--- src/rtl/cpu_pkg.sv ---
`default_nettype none
// ============================================================================
//  Module   : cpu_pkg
//  Brief    : Shared CPU pipeline definitions: register-id width, hazard
//             controller state encoding and the load-use detect helper.
//  Revision : 1.0 - initial release
// ============================================================================
package cpu_pkg;

    // Width of an architectural register identifier
    localparam int REG_ID_W = 4;

    // Width of the mul/div occupancy down-counter
    localparam int MD_CNT_W = 4;

    // Hazard controller state encoding (2'b11 is unreachable)
    typedef enum logic [1:0] {
        HC_RUN     = 2'b00,
        HC_MD_WAIT = 2'b01,
        HC_MD_DONE = 2'b10
    } hc_state_t;

    // A load in EX whose destination feeds either ID source is a hazard.
    // Register 0 is hard-wired and never creates a dependency.
    function automatic logic is_load_use(
        input logic                mem_read,
        input logic [REG_ID_W-1:0] rd_ex,
        input logic [REG_ID_W-1:0] rs1_id,
        input logic [REG_ID_W-1:0] rs2_id
    );
        return mem_read && (rd_ex != '0) && ((rd_ex == rs1_id) || (rd_ex == rs2_id));
    endfunction

endpackage
`default_nettype wire

--- src/rtl/muldiv_timer.sv ---
`default_nettype none
// ============================================================================
//  Module   : muldiv_timer
//  Brief    : Loadable down-counter tracking remaining mul/div wait cycles.
//             Decrement stops at 1 so the counter never wraps.
//  Revision : 1.0 - initial release
// ============================================================================
module muldiv_timer
    import cpu_pkg::*;
(
    input  logic                clk,
    input  logic                rst,
    input  logic                load_i,
    input  logic [MD_CNT_W-1:0] load_val_i,
    input  logic                dec_i,
    output logic                one_o
);

    logic [MD_CNT_W-1:0] count_q;

    // Load takes priority over decrement; decrement holds at 1
    always_ff @(posedge clk) begin
        if (rst) begin
            count_q <= '0;
        end else if (load_i) begin
            count_q <= load_val_i;
        end else if (dec_i && (count_q > MD_CNT_W'(1))) begin
            count_q <= count_q - MD_CNT_W'(1);
        end
    end

    assign one_o = (count_q == MD_CNT_W'(1));

endmodule
`default_nettype wire

--- src/rtl/hazard_controller.sv ---
`default_nettype none
// ============================================================================
//  Module   : hazard_controller
//  Brief    : Pipeline hazard controller: branch flush, load-use stall and
//             multi-cycle mul/div stall sequencing.
//             Optional stall performance counter enabled by defining
//             HAZARD_PERF_COUNTERS_EN.
//  Revision : 1.0 - initial release
// ============================================================================
module hazard_controller
    import cpu_pkg::*;
#(
    parameter int MULDIV_CYCLES = 4
) (
    input  logic                clk,
    input  logic                rst,
    input  logic [REG_ID_W-1:0] registerOP1ID,
    input  logic [REG_ID_W-1:0] registerOP2ID,
    input  logic [REG_ID_W-1:0] registerOP1EX,
    input  logic                memReadEX,
    input  logic                muldivStartEX,
    input  logic                branchTakenEX,
    output logic                pcWrite,
    output logic                ifidWrite,
    output logic                idexWrite,
    output logic                ifidFlush,
    output logic                idexBubble,
    output logic                exmemBubble,
    output logic                muldivDone,
    output logic [1:0]          state,
    output logic [15:0]         stallCount
);

    // The start cycle and the done cycle are part of the occupancy, so the
    // wait phase covers the remaining MULDIV_CYCLES-2 cycles.
    localparam logic [MD_CNT_W-1:0] c_MD_LOAD = MD_CNT_W'(MULDIV_CYCLES - 2);

    hc_state_t state_q;
    hc_state_t state_d;
    logic      w_timer_load;
    logic      w_timer_dec;
    logic      w_timer_one;
    logic      w_load_use;

    assign w_load_use = is_load_use(memReadEX, registerOP1EX, registerOP1ID, registerOP2ID);

    muldiv_timer u_timer (
        .clk        (clk),
        .rst        (rst),
        .load_i     (w_timer_load),
        .load_val_i (c_MD_LOAD),
        .dec_i      (w_timer_dec),
        .one_o      (w_timer_one)
    );

    // Next-state and same-cycle control outputs; reset forces RUN defaults
    always_comb begin
        pcWrite      = 1'b1;
        ifidWrite    = 1'b1;
        idexWrite    = 1'b1;
        ifidFlush    = 1'b0;
        idexBubble   = 1'b0;
        exmemBubble  = 1'b0;
        muldivDone   = 1'b0;
        w_timer_load = 1'b0;
        w_timer_dec  = 1'b0;
        state_d      = HC_RUN;
        if (!rst) begin
            case (state_q)
                HC_RUN: begin
                    if (branchTakenEX) begin
                        ifidFlush  = 1'b1;
                        idexBubble = 1'b1;
                    end else if (muldivStartEX) begin
                        pcWrite      = 1'b0;
                        ifidWrite    = 1'b0;
                        idexWrite    = 1'b0;
                        exmemBubble  = 1'b1;
                        w_timer_load = 1'b1;
                        state_d      = (MULDIV_CYCLES == 2) ? HC_MD_DONE : HC_MD_WAIT;
                    end else if (w_load_use) begin
                        pcWrite    = 1'b0;
                        ifidWrite  = 1'b0;
                        idexBubble = 1'b1;
                    end
                end
                HC_MD_WAIT: begin
                    pcWrite     = 1'b0;
                    ifidWrite   = 1'b0;
                    idexWrite   = 1'b0;
                    exmemBubble = 1'b1;
                    w_timer_dec = 1'b1;
                    state_d     = w_timer_one ? HC_MD_DONE : HC_MD_WAIT;
                end
                HC_MD_DONE: begin
                    muldivDone = 1'b1;
                    if (branchTakenEX) begin
                        ifidFlush  = 1'b1;
                        idexBubble = 1'b1;
                    end
                end
                default: begin
                    state_d = HC_RUN;
                end
            endcase
        end
    end

    // State register
    always_ff @(posedge clk) begin
        if (rst) begin
            state_q <= HC_RUN;
        end else begin
            state_q <= state_d;
        end
    end

    assign state = state_q;

`ifdef HAZARD_PERF_COUNTERS_EN
    logic [15:0] stall_cnt_q;

    // Count stalled fetch cycles, saturating at the maximum
    always_ff @(posedge clk) begin
        if (rst) begin
            stall_cnt_q <= '0;
        end else if (!pcWrite && (stall_cnt_q != 16'hFFFF)) begin
            stall_cnt_q <= stall_cnt_q + 16'd1;
        end
    end

    assign stallCount = stall_cnt_q;
`else
    assign stallCount = 16'd0;
`endif

endmodule
`default_nettype wire

--- config.mk ---
export PLATFORM = sky130hd
export DESIGN_NAME = hazard_controller
export DESIGN_NICKNAME = d
export VERILOG_FILES = /design/src/rtl/cpu_pkg.sv /design/src/rtl/muldiv_timer.sv /design/src/rtl/hazard_controller.sv
export SDC_FILE = /design/constraint.sdc
export NUM_CORES = 1
export LEC_CHECK = 0
export ABC_AREA = 1
export CORE_MARGIN = 2
export CORE_UTILIZATION = 36
export CTS_CLUSTER_SIZE = 12
export DETAILED_ROUTE_END_ITERATION = 16
export MAX_ROUTING_LAYER = met4
export PLACE_DENSITY = 0.8
export REMOVE_ABC_BUFFERS = 1
export SLEW_MARGIN = 15
export SYNTH_ARGS = -nofsm -noshare
export SYNTH_HDL_FRONTEND = slang
export SYNTH_SLANG_ARGS = --single-unit
--- constraint.sdc ---
create_clock -name clk -period 1.5 [get_ports clk]
set_clock_uncertainty 0.15 [all_clocks]
set_input_delay 0.15 -clock clk [delete_from_list [all_inputs] [get_ports clk]]
set_output_delay 0.15 -clock clk [all_outputs]
set_load 0.05 [all_outputs]
======== Yosys cells after proc, flatten, opt, wreduce, memory -nomap -nowiden ========
Index checks and enable logic that the tools add are counted.
Widths: inputs -> output; s select.
storage, ports and cells
  flip-flop bits (word level) ............. 6
  word-level logic and storage cells ...... 52
  bits in latches ......................... 0
  bits in read-only memories .............. 0
  memories ................................ 0
  RAM bits ................................ 0
operators by class
  bitwise gates (word level) .............. 0
  mux-type cells .......................... 33
  div/mod/pow operators ................... 0
  eq/ne operators ......................... 5
  $lt $le $gt $ge ......................... 1
  shifts and indexed selects .............. 0
  $mul .................................... 0
  add/sub/neg operators ................... 1
  reductions and logical operators ........ 9
operator list
  operator             number
  $mux 1               25
  $eq 4x4->1           2
  $pmux 1 s2           4
  $mux 2               3
  $eq 4x1->1 const B   1
  $gt 4x1->1 const B   1
  $pmux 2 s2           1
  $reduce_bool 4->1    1
  $reduce_or 2->1      2
  $sub 4x1->4 const B  1
  $logic_and 1x1->1    3
  $eq 2x1->1 const B   1
  $eq 2x2->1 const B   1
  $logic_not 2->1      1
  $reduce_bool 2->1    1
  $logic_or 1x1->1     1

======== Depth between registers and ports, before layout ========
Gate-level depths: netlist of run 1.
  depth in word-level cells ............... 8
  depth in mapped cells ................... 10

======== Cells and area by module ========
Synthesis of run 1 repeated with hierarchy kept, for this count alone.
unflattened totals
  cells, all modules ...................... 139
  area, all modules ....................... 767.0 um^2
by module, submodules not included
  module             times used  area an instance (um^2)  cells each
  hazard_controller  1           466.7                    89
  muldiv_timer       1           300.3                    50

======== Worst setup path after synthesis of run 1 ========
Ideal clock, no wire load.
  path type ............................... reg2out
  start point ............................. register state_q[0], in the netlist state[0]
  end point ............................... output idexBubble
  slack ................................... -1.095 ns
  data arrival time ....................... 2.295 ns
  required time ........................... 1.200 ns
  cell stages (with the launch flop) ...... 3
  cell sequence ........................... dfxtp_1 > nor3_1 > o21bai_1
between the ends
  longest elaborated chain between the ends .. 3
  elaborated cells between the ends (all ways) .. 4
  classes of those cells .................. eq/ne: 1; mux: 2; reduce/logical: 1
ends and longest elaborated chain
  what                                                  line                      source
  start, declared                                       hazard_controller.sv:38   hc_state_t state_q;
  start signal, assigned                                hazard_controller.sv:114  state_q <= state_d;
  $eq 2x2->1 / $logic_not 2->1 (equally long branches)  hazard_controller.sv:69   case (state_q)
  $pmux 1 s2 *                                          hazard_controller.sv:69
  $mux 1 *                                              hazard_controller.sv:68   if (!rst) begin
  end, declared                                         hazard_controller.sv:27   output logic idexBubble,
Mark *: on every way between the ends. The rest lies on a longest branch, timed or not.

======== Worst setup path after layout of run 1 ========
  start point ............................. register state_q[1], in the netlist state[1]
  end point ............................... output exmemBubble
between the ends
  longest elaborated chain between the ends .. 3
  elaborated cells between the ends (all ways) .. 4
  classes of those cells .................. eq/ne: 1; mux: 2; reduce/logical: 1
ends and longest elaborated chain
  what                                                  line                     source
  $eq 2x1->1 / $logic_not 2->1 (equally long branches)  hazard_controller.sv:69
  $pmux 1 s2 *                                          hazard_controller.sv:69
  $mux 1 *                                              hazard_controller.sv:68
  end, declared                                         hazard_controller.sv:28  output logic exmemBubble,
Marks and branches as above.

==> run metrics, run 1 <==
run status=finished with violations; violated checks=setup timing; first-pass GRT wire length=2.63 mm; worst-case reg-to-reg path depth=8; DRC Markers=0; number of buffers added on ports=25; Setup TNS=-0.0278 ns; TritonCTS clock tree=built; initial drt markers=3; DP Area=1040 um^2; die area=2250 um^2; DP Worst Slack=-0.396 ns; detailed-route wire length=1.76 mm; Mapped Cells=118; worst-skew pair later-pin latency=0.25 ns; Avg Inst Size Synth=5.77 um^2; fmax=0.655 GHz; Fin. Hold Viols=0; n_diodes=0; vias per std cell=4.30; Placeable Area=1750 um^2; sequential area share after synthesis=0.176; GRT Util Overall=0.174; most frequent cells in the layout=nand2_1 (32), inv_1 (16), conb_1 (16); Leakage Power=0.000623 uW; design area=1100 um^2; Power Density=622 nW/um^2; grt ovf=0; htree depth=1; synth unique cells=23; Final Setup Violations=1; initial core utilization=0.390; initial antenna violation count=0; Peak VDD IR=0.000489 V; # IOs=42; Placer Congestion=0.802; synthesized flop and latch total=6; NumNets Final=178; Setup CP Type=register to output port; post-DP HPWL=1.40 mm; pin count of the biggest net entering global routing=6; clock slew at reported path FFs=0.05 ns; Layout area overhead=61.6%; # clock sinks=6; Max Cap Violations=0; hold depth=5; layout cells sized above 1=0.408; final worst slack=-0.0278 ns; YS warnings=0; Fillers=168; Final Max Tran Viols=0; Setup crit end kind=output port; die width=47.5 um; Rows=15; largest area contributor in the netlist=buf_4; crit path launch type=register; chip height=47.5 um; most common cell after layout, fill and taps aside=nand2_1; WP data required=1.20 ns; crit share post-route=1.02; Tmin final=1.53 ns; total CTS buffers=3; crit-path max FO=5; Worst Hold Class=input port to register; ranking of synthesized cells by area=buf_4 (19%), nand2_1 (18%), dfxtp_1 (18%); clk root buf=clkbuf_4; hold buffer count at cts=0; Avg WL per Cell=9.66 um; critical path arrival=1.23 ns; vias in the first global route=708; RSZ-0062 raised after global routing=true; Final ANT Viol Nets=0; Syn Std Cell Area=681 um^2; Pre-Repair DR Iteration Count=4; Synth top area share=0.188; clk buf depth=2; via count=783
stage by stage:
stage | total power, uW | std cells | hold WS, ns | utilization
after floorplan | 386 | 116 | 0.193 | -
after global placement | 523 | 176 | 0.322 | 0.598
after detailed placement | 530 | 176 | 0.352 | 0.598
after CTS | 686 | 181 | 0.359 | 0.633
after global routing | 722 | 182 | 0.308 | 0.630
final | 684 | 182 | 0.244 | 0.630
final timing paths:
path                      start                 end  slack [ns]
min reg2reg  u_timer.count_q[0]  u_timer.count_q[0]        0.34
max                    state[1]         exmemBubble       -0.03
min                         rst  u_timer.count_q[1]        0.24
max reg2reg  u_timer.count_q[0]  u_timer.count_q[1]        0.08
critical path: stages (launching register included):
cell and delay, ns:
dfxtp_4 0.36, inv_1 0.10, nand2_2 0.08, a21oi_2 0.18
buf_4 0.14, buf_12 0.12
timing repair:
action                                 4_1_cts  5_1_grt
endpoints found under the hold margin        0        0
gates resized for setup                     33       35
pin swaps                                   10       18
setup endpoints to repair                    6        9
buffers inserted                             2        1
cell families (layout without fill, tap and decap cells):
kind of cell | Yosys count | after routing | synth area share
adder cells (fa/ha/maj) | 2 | 2 | 0.0368
buffers and inverters | 40 | 64 | 0.316
AO/OA/AOI/OAI | 10 | 10 | 0.0901
flip-flops | 6 | 6 | 0.176
AND/OR/NAND/NOR | 59 | 59 | 0.375
other | 1 | 16 | 0.00551
flip-flops by register name, summed over array words and instances (netlist names):
register         flops
state                2
u_timer.count_q      4
layer usage:
metal	vias up	global-route usage	part of all wire
met1	350	0.135	0.29
li1	403	-	-
met3	5	0.0340	0.084
met4	0	0.0667	0.016
met5	-	-	0
met2	25	0.373	0.61
where the power goes:
part           internal (uW)  leakage [uW]  switching, uW
clock                   90.6     0.0000138           59.3
combinational            129      0.000558            234
sequential               164     0.0000508           7.02
synthesized netlist by cell type (all sizes together):
| cell | number |
|---|---|
| and3 | 1 |
| a31oi | 2 |
| nor3b | 1 |
| inv | 22 |
| buf | 17 |
| ha | 2 |
| a21oi | 2 |
| o21ai | 4 |
| nand3 | 4 |
| nand4 | 1 |
| o21bai | 1 |
| dfxtp | 6 |
| nor3 | 4 |
| conb | 1 |
| o21a | 1 |
| clkinv | 1 |
| nor2 | 12 |
| nand2 | 36 |
final cells by class:
type / count / area [um^2] / share of cell area
tap: 25 / 31.3 / 0.0284
sequential: 6 / 129 / 0.117
clock buffer: 3 / 22.5 / 0.0205
timing repair buffer: 38 / 372 / 0.338
inverter: 23 / 88.8 / 0.0808
multi-input combinational: 87 / 457 / 0.415
Note: power is estimated with default switching activity, not from simulation.
==> run 2, diff against run 1 <==
- PLACE_DENSITY: 0.8 -> 0.79
- SLEW_MARGIN: 15 -> 0
==> run 2 against run 1 <==
The flow still finishes with violations (setup timing). Global-route usage fell by 2.3 points. Sequential share of layout area rose by 0.39 points. Maximum frequency increased by 1.3%. Cell count fell by 3.3%. Register-to-register slack improved by 0.03 ns. Utilization decreased by 2.0 points.
==> run metrics, run 2 (same netlist as run 1, synthesis figures left out) <==
run status=finished with violations (unchanged); violated checks=setup timing (unchanged); Placeable Area=1750 um^2 (unchanged); NumNets Final=172 (was 178); Rows=15 (unchanged); DP Worst Slack=-0.346 ns (was -0.396 ns); Comb pwr share=0.517 (was 0.531); Avg WL per Cell=9.35 um (was 9.66 um); Final ANT Viol Nets=0 (unchanged); RSZ-0062 raised after global routing=true (unchanged); Final Max Tran Viols=0 (unchanged); Setup TNS=-0.00848 ns (was -0.0278 ns); Met3 Routed Length=107 um (was 147 um); chip height=47.5 um (unchanged); # IOs=42 (unchanged); Worst Hold Endpoint=u_timer.count_q[0] (was u_timer.count_q[1]); worst-skew pair later-pin latency=0.25 ns (about the same); clock slew at reported path FFs=0.05 ns (about the same); crit share post-route=1.01 (was 1.02); Fin. Hold Viols=0 (unchanged); GRT Util Overall=0.151 (was 0.174); r2r endpoint=u_timer.count_q[1] (unchanged); die area=2250 um^2 (unchanged); met2 routed WL=907 um (was 1.07 mm); DRC Markers=0 (unchanged); initial core utilization=0.390 (unchanged); vias per std cell=4.31 (was 4.30); hold depth=2 (was 5); Leakage Power=0.000591 uW (was 0.000623 uW); Power Density=643 nW/um^2 (was 622 nW/um^2); Switching Fraction=0.449 (was 0.439); clk root buf=clkbuf_4 (unchanged); Layout area overhead=56.4% (was 61.6%); WP data required=1.20 ns (about the same); Max Used Layer=met4 (unchanged); # clock sinks=6 (unchanged); number of buffers added on ports=25 (unchanged); Top reg by flops=u_timer.count_q (unchanged); Worst Hold Class=register to register (was input port to register); crit path launch type=register (unchanged); Final Util=0.610 (was 0.630); initial drt markers=13 (was 3); Setup CP Type=register to output port (unchanged); most common cell after layout, fill and taps aside=nand2_1 (unchanged); initial antenna violation count=0 (unchanged); Flop pwr share=0.249 (was 0.250); Fillers=181 (was 168); grt ovf=0 (unchanged); total CTS buffers=3 (unchanged); r2r setup slk=0.11 ns (was 0.08 ns); Switching Power=307 uW (was 301 uW); layout cells sized above 1=0.364 (was 0.408); post-DP HPWL=1.35 mm (was 1.40 mm); Final Setup Violations=1 (unchanged); Pre-Repair DR Iteration Count=4 (unchanged); Setup crit end kind=output port (unchanged); clk buf depth=2 (unchanged); die width=47.5 um (unchanged); Placer Congestion=0.804 (was 0.802); detailed-route wire length=1.65 mm (was 1.76 mm); clock share of power=0.234 (was 0.219); vias in the first global route=649 (was 708); pin count of the biggest net entering global routing=7 (was 6); final worst slack=-0.00848 ns (was -0.0278 ns); max reg flops=4 (unchanged); via count=758 (was 783); worst-case reg-to-reg path depth=8 (unchanged); Peak VDD IR=0.000398 V (was 0.000489 V); most frequent cells in the layout=nand2_1 (32), inv_1 (17), conb_1 (16) (was nand2_1 (32), inv_1 (16), conb_1 (16)); crit-path max FO=5 (unchanged); met1 WL=601 um (was 512 um); fmax=0.663 GHz (was 0.655 GHz); htree depth=1 (unchanged); Tmin final=1.51 ns (was 1.53 ns); RR Startpoint=u_timer.count_q[0] (unchanged); critical path arrival=1.21 ns (was 1.23 ns); TritonCTS clock tree=built (unchanged); Int Pwr=377 uW (was 383 uW); hold path startpoint=u_timer.count_q[0] (was rst); Max Cap Violations=0 (unchanged); first-pass GRT wire length=2.32 mm (was 2.63 mm); n_diodes=0 (unchanged)
==> run 2: final cells by class <==
class                      count  area (um^2)  share of cell area
multi-input combinational     87          460               0.432
timing repair buffer          32          332               0.311
sequential                     6          129               0.121
inverter                      23         90.1              0.0846
tap                           25         31.3              0.0294
clock buffer                   3         22.5              0.0212
==> run 2: timing repair <==
action,4_1_cts,5_1_grt
pin swaps,8,14
hold endpoints to repair,0,0
setup endpoints to repair,7,9
hold buffers,0,0
gates resized for setup,32,33
buffers inserted,1,0
==> run 2: layer usage <==
layer | up-vias | GRT usage
met5 | - | -
met4 | 0 | 0.0833
met3 | 3 | 0.0113
met2 | 25 | 0.305
met1 | 338 | 0.133
li1 | 392 | -
==> run 2: worst max-delay path, cell delays in order (launching register included) <==
cell and delay (ns):
dfxtp_4 0.37, nor2_4 0.12, nand2_2 0.08, a21oi_4 0.15, buf_6 0.12, buf_12 0.12
==> run 2: power groups by stage <==
| stage | logic (uW) | clock network [uW] | registers (uW) |
|---|---|---|---|
| after floorplan | 205 | 0 | 181 |
| after global placement | 344 | 0 | 173 |
| after detailed placement | 349 | 0 | 174 |
| after CTS | 349 | 165 | 170 |
| after global routing | 378 | 167 | 171 |
| final | 354 | 160 | 170 |
==> run 2: how the worst max path moves through the flow <==
stage | from | end | depth (start not counted)
CTS | state[0] | exmemBubble | 5
detailed placement | registerOP1EX[2] | pcWrite | 11
finish | state[0] | exmemBubble | 5
global route | state[1] | exmemBubble | 5
global placement | registerOP1EX[2] | idexBubble | 10
floorplan | state[0] | idexBubble | 2
==> run 2: through the flow <==
step	power [uW]	std cells	hold WS (ns)	area (um^2)
finish	684	176	0.330	1060
global route	716	176	0.364	1060
CTS	684	177	0.341	1070
detailed placement	523	173	0.334	1020
global placement	517	173	0.324	1020
floorplan	386	116	0.193	609
==> RTL change, RTL diff (settings of run 2) <==
Change the package constant `REG_ID_W` from 4 to 3.
--- a/src/rtl/cpu_pkg.sv
+++ b/src/rtl/cpu_pkg.sv
@@ -8,7 +8,7 @@
 package cpu_pkg;
 
     // Width of an architectural register identifier
-    localparam int REG_ID_W = 4;
+    localparam int REG_ID_W = 3;
 
     // Width of the mul/div occupancy down-counter
     localparam int MD_CNT_W = 4;
Ports: changed (resized registerOP1EX, registerOP1ID and registerOP2ID); port bits go from 42 to 39. No check against the original RTL was run, so the function may have changed too.
==> RTL change against run 2 <==
Area after synthesis is 7.2% lower; wire length increased by 0.49%; die area decreased by 6.6%; core utilization decreased by 0.56 points; combinational power fell by 3%; power shrank 3.1%; cell area down 4.1%; sequential cell count is the same; fmax up 1.5%; largest power group unchanged; setup slack improved by 0.023 ns.
==> RTL change: results (changes against run 2) <==
status finished, final reports clean; Clk pin slew, worst setup/hold paths 0.05 ns (about the same); Inst Count DP 143 (-17%); grt met2 use 26.9% (-3.6 points); worst setup path endpoint muldivDone; number of global-route vias before repair 558 (-14%); Core Box Area 1690 um^2 (-3.2%); gp weighted congestion 0.746 (-7.2%); Hold Path Stages 2 (unchanged); vias per cell 4.44 (+3.0%); HPWL Detailed 1.17 mm (-14%); met1 Usage GRT 14.0% (+0.71 points); M3 GR Usage 5.56% (+4.4 points); Net Switching 285 uW (-7.2%); Met3 Wirelength 111 um (+3.7%); Synth Area in Adders 3.96% (+0.28 points); WL met1 567 um (-5.7%); Top Layer Used met4; Post-layout nets 150 (-13%); post-cts sizing count 21 (-34%); most flop-heavy register u_timer.count_q; Post-synth top cells 23 x nand2_1, 17 x buf_4, 15 x inv_1; crit-path max FO 6 (+1); Post-Synth XOR/XNOR Area 4.16% (+4.2 points); Filler Cells Inserted 145 (-20%); n_diodes 0 (unchanged); DR WL/cell 11.1 um (+19%); IR drop worst, VDD 0.000522 V (+31%); Worst Setup SP state[0]; combinational gate power 344 uW (-3%); first-pass GRT wire length 2.13 mm (-8.3%); Synth area leaders buf_4 20%, dfxtp_1 19%, nand2_1 14%; Met2 Routed Length 965 um (+6.4%); delay-heaviest family, CP buffers and inverters; Leak Pwr 0.000569 uW (-3.7%); sequential share of the synthesized area 19.0% (+1.4 points); Synth Area in Compound Gates 10.1% (+1.1 points); arrival time at the worst endpoint 1.19 ns (-0.02 ns); starting DRC count in detailed routing 10 (-3); GRT Resource Usage Total 14.8% (-0.29 points); P_seq between 150 and 200 uW; Hold Slack 0.335 ns (+0.00519 ns); final wirelength 1.65 mm (+0.49%); PortBufs 22 (-12%); CTS Root Cell clkbuf_4; syn_area_per_cell 6.38 um^2 (+11%); share of layout cells above drive strength 1 40.2% (+3.7 points)
## RTL change: cell types whose count changed after synthesis, moves of 2 or more
cell / run 2 / this run
nand2_1: 33 / 23
o21ai_2: 0 / 2
nand2_2: 3 / 1
xnor2_1: 0 / 3
inv_1: 21 / 15
nor2_1: 11 / 7
## RTL change: worst min-delay path, stage by stage (launching register included)
cell	delay, ns
dfxtp_2	0.32
nand2_1	0.06
a21oi_1	0.06
## RTL change: final cells by class
type / count / share of cell area (%)
tap: 17 / 2.08
clock buffer: 3 / 2.21
multi-input combinational: 74 / 41.5
timing repair buffer: 32 / 35.5
sequential: 6 / 12.4
inverter: 17 / 6.25
## RTL change: stage by stage
step                util [%]  total power [uW]  setup WS, ns  setup TNS [ns]  instance area, um^2
floorplan                  -               378         -1.22           -5.45                  561
global placement        55.9               499        -0.285          -0.965                  945
detailed placement      55.9               504        -0.339           -1.26                  945
CTS                     58.4               653       0.00421               0                  986
global route            60.4               698       -0.0430          -0.166                 1020
finish                  60.4               663        0.0141               0                 1020
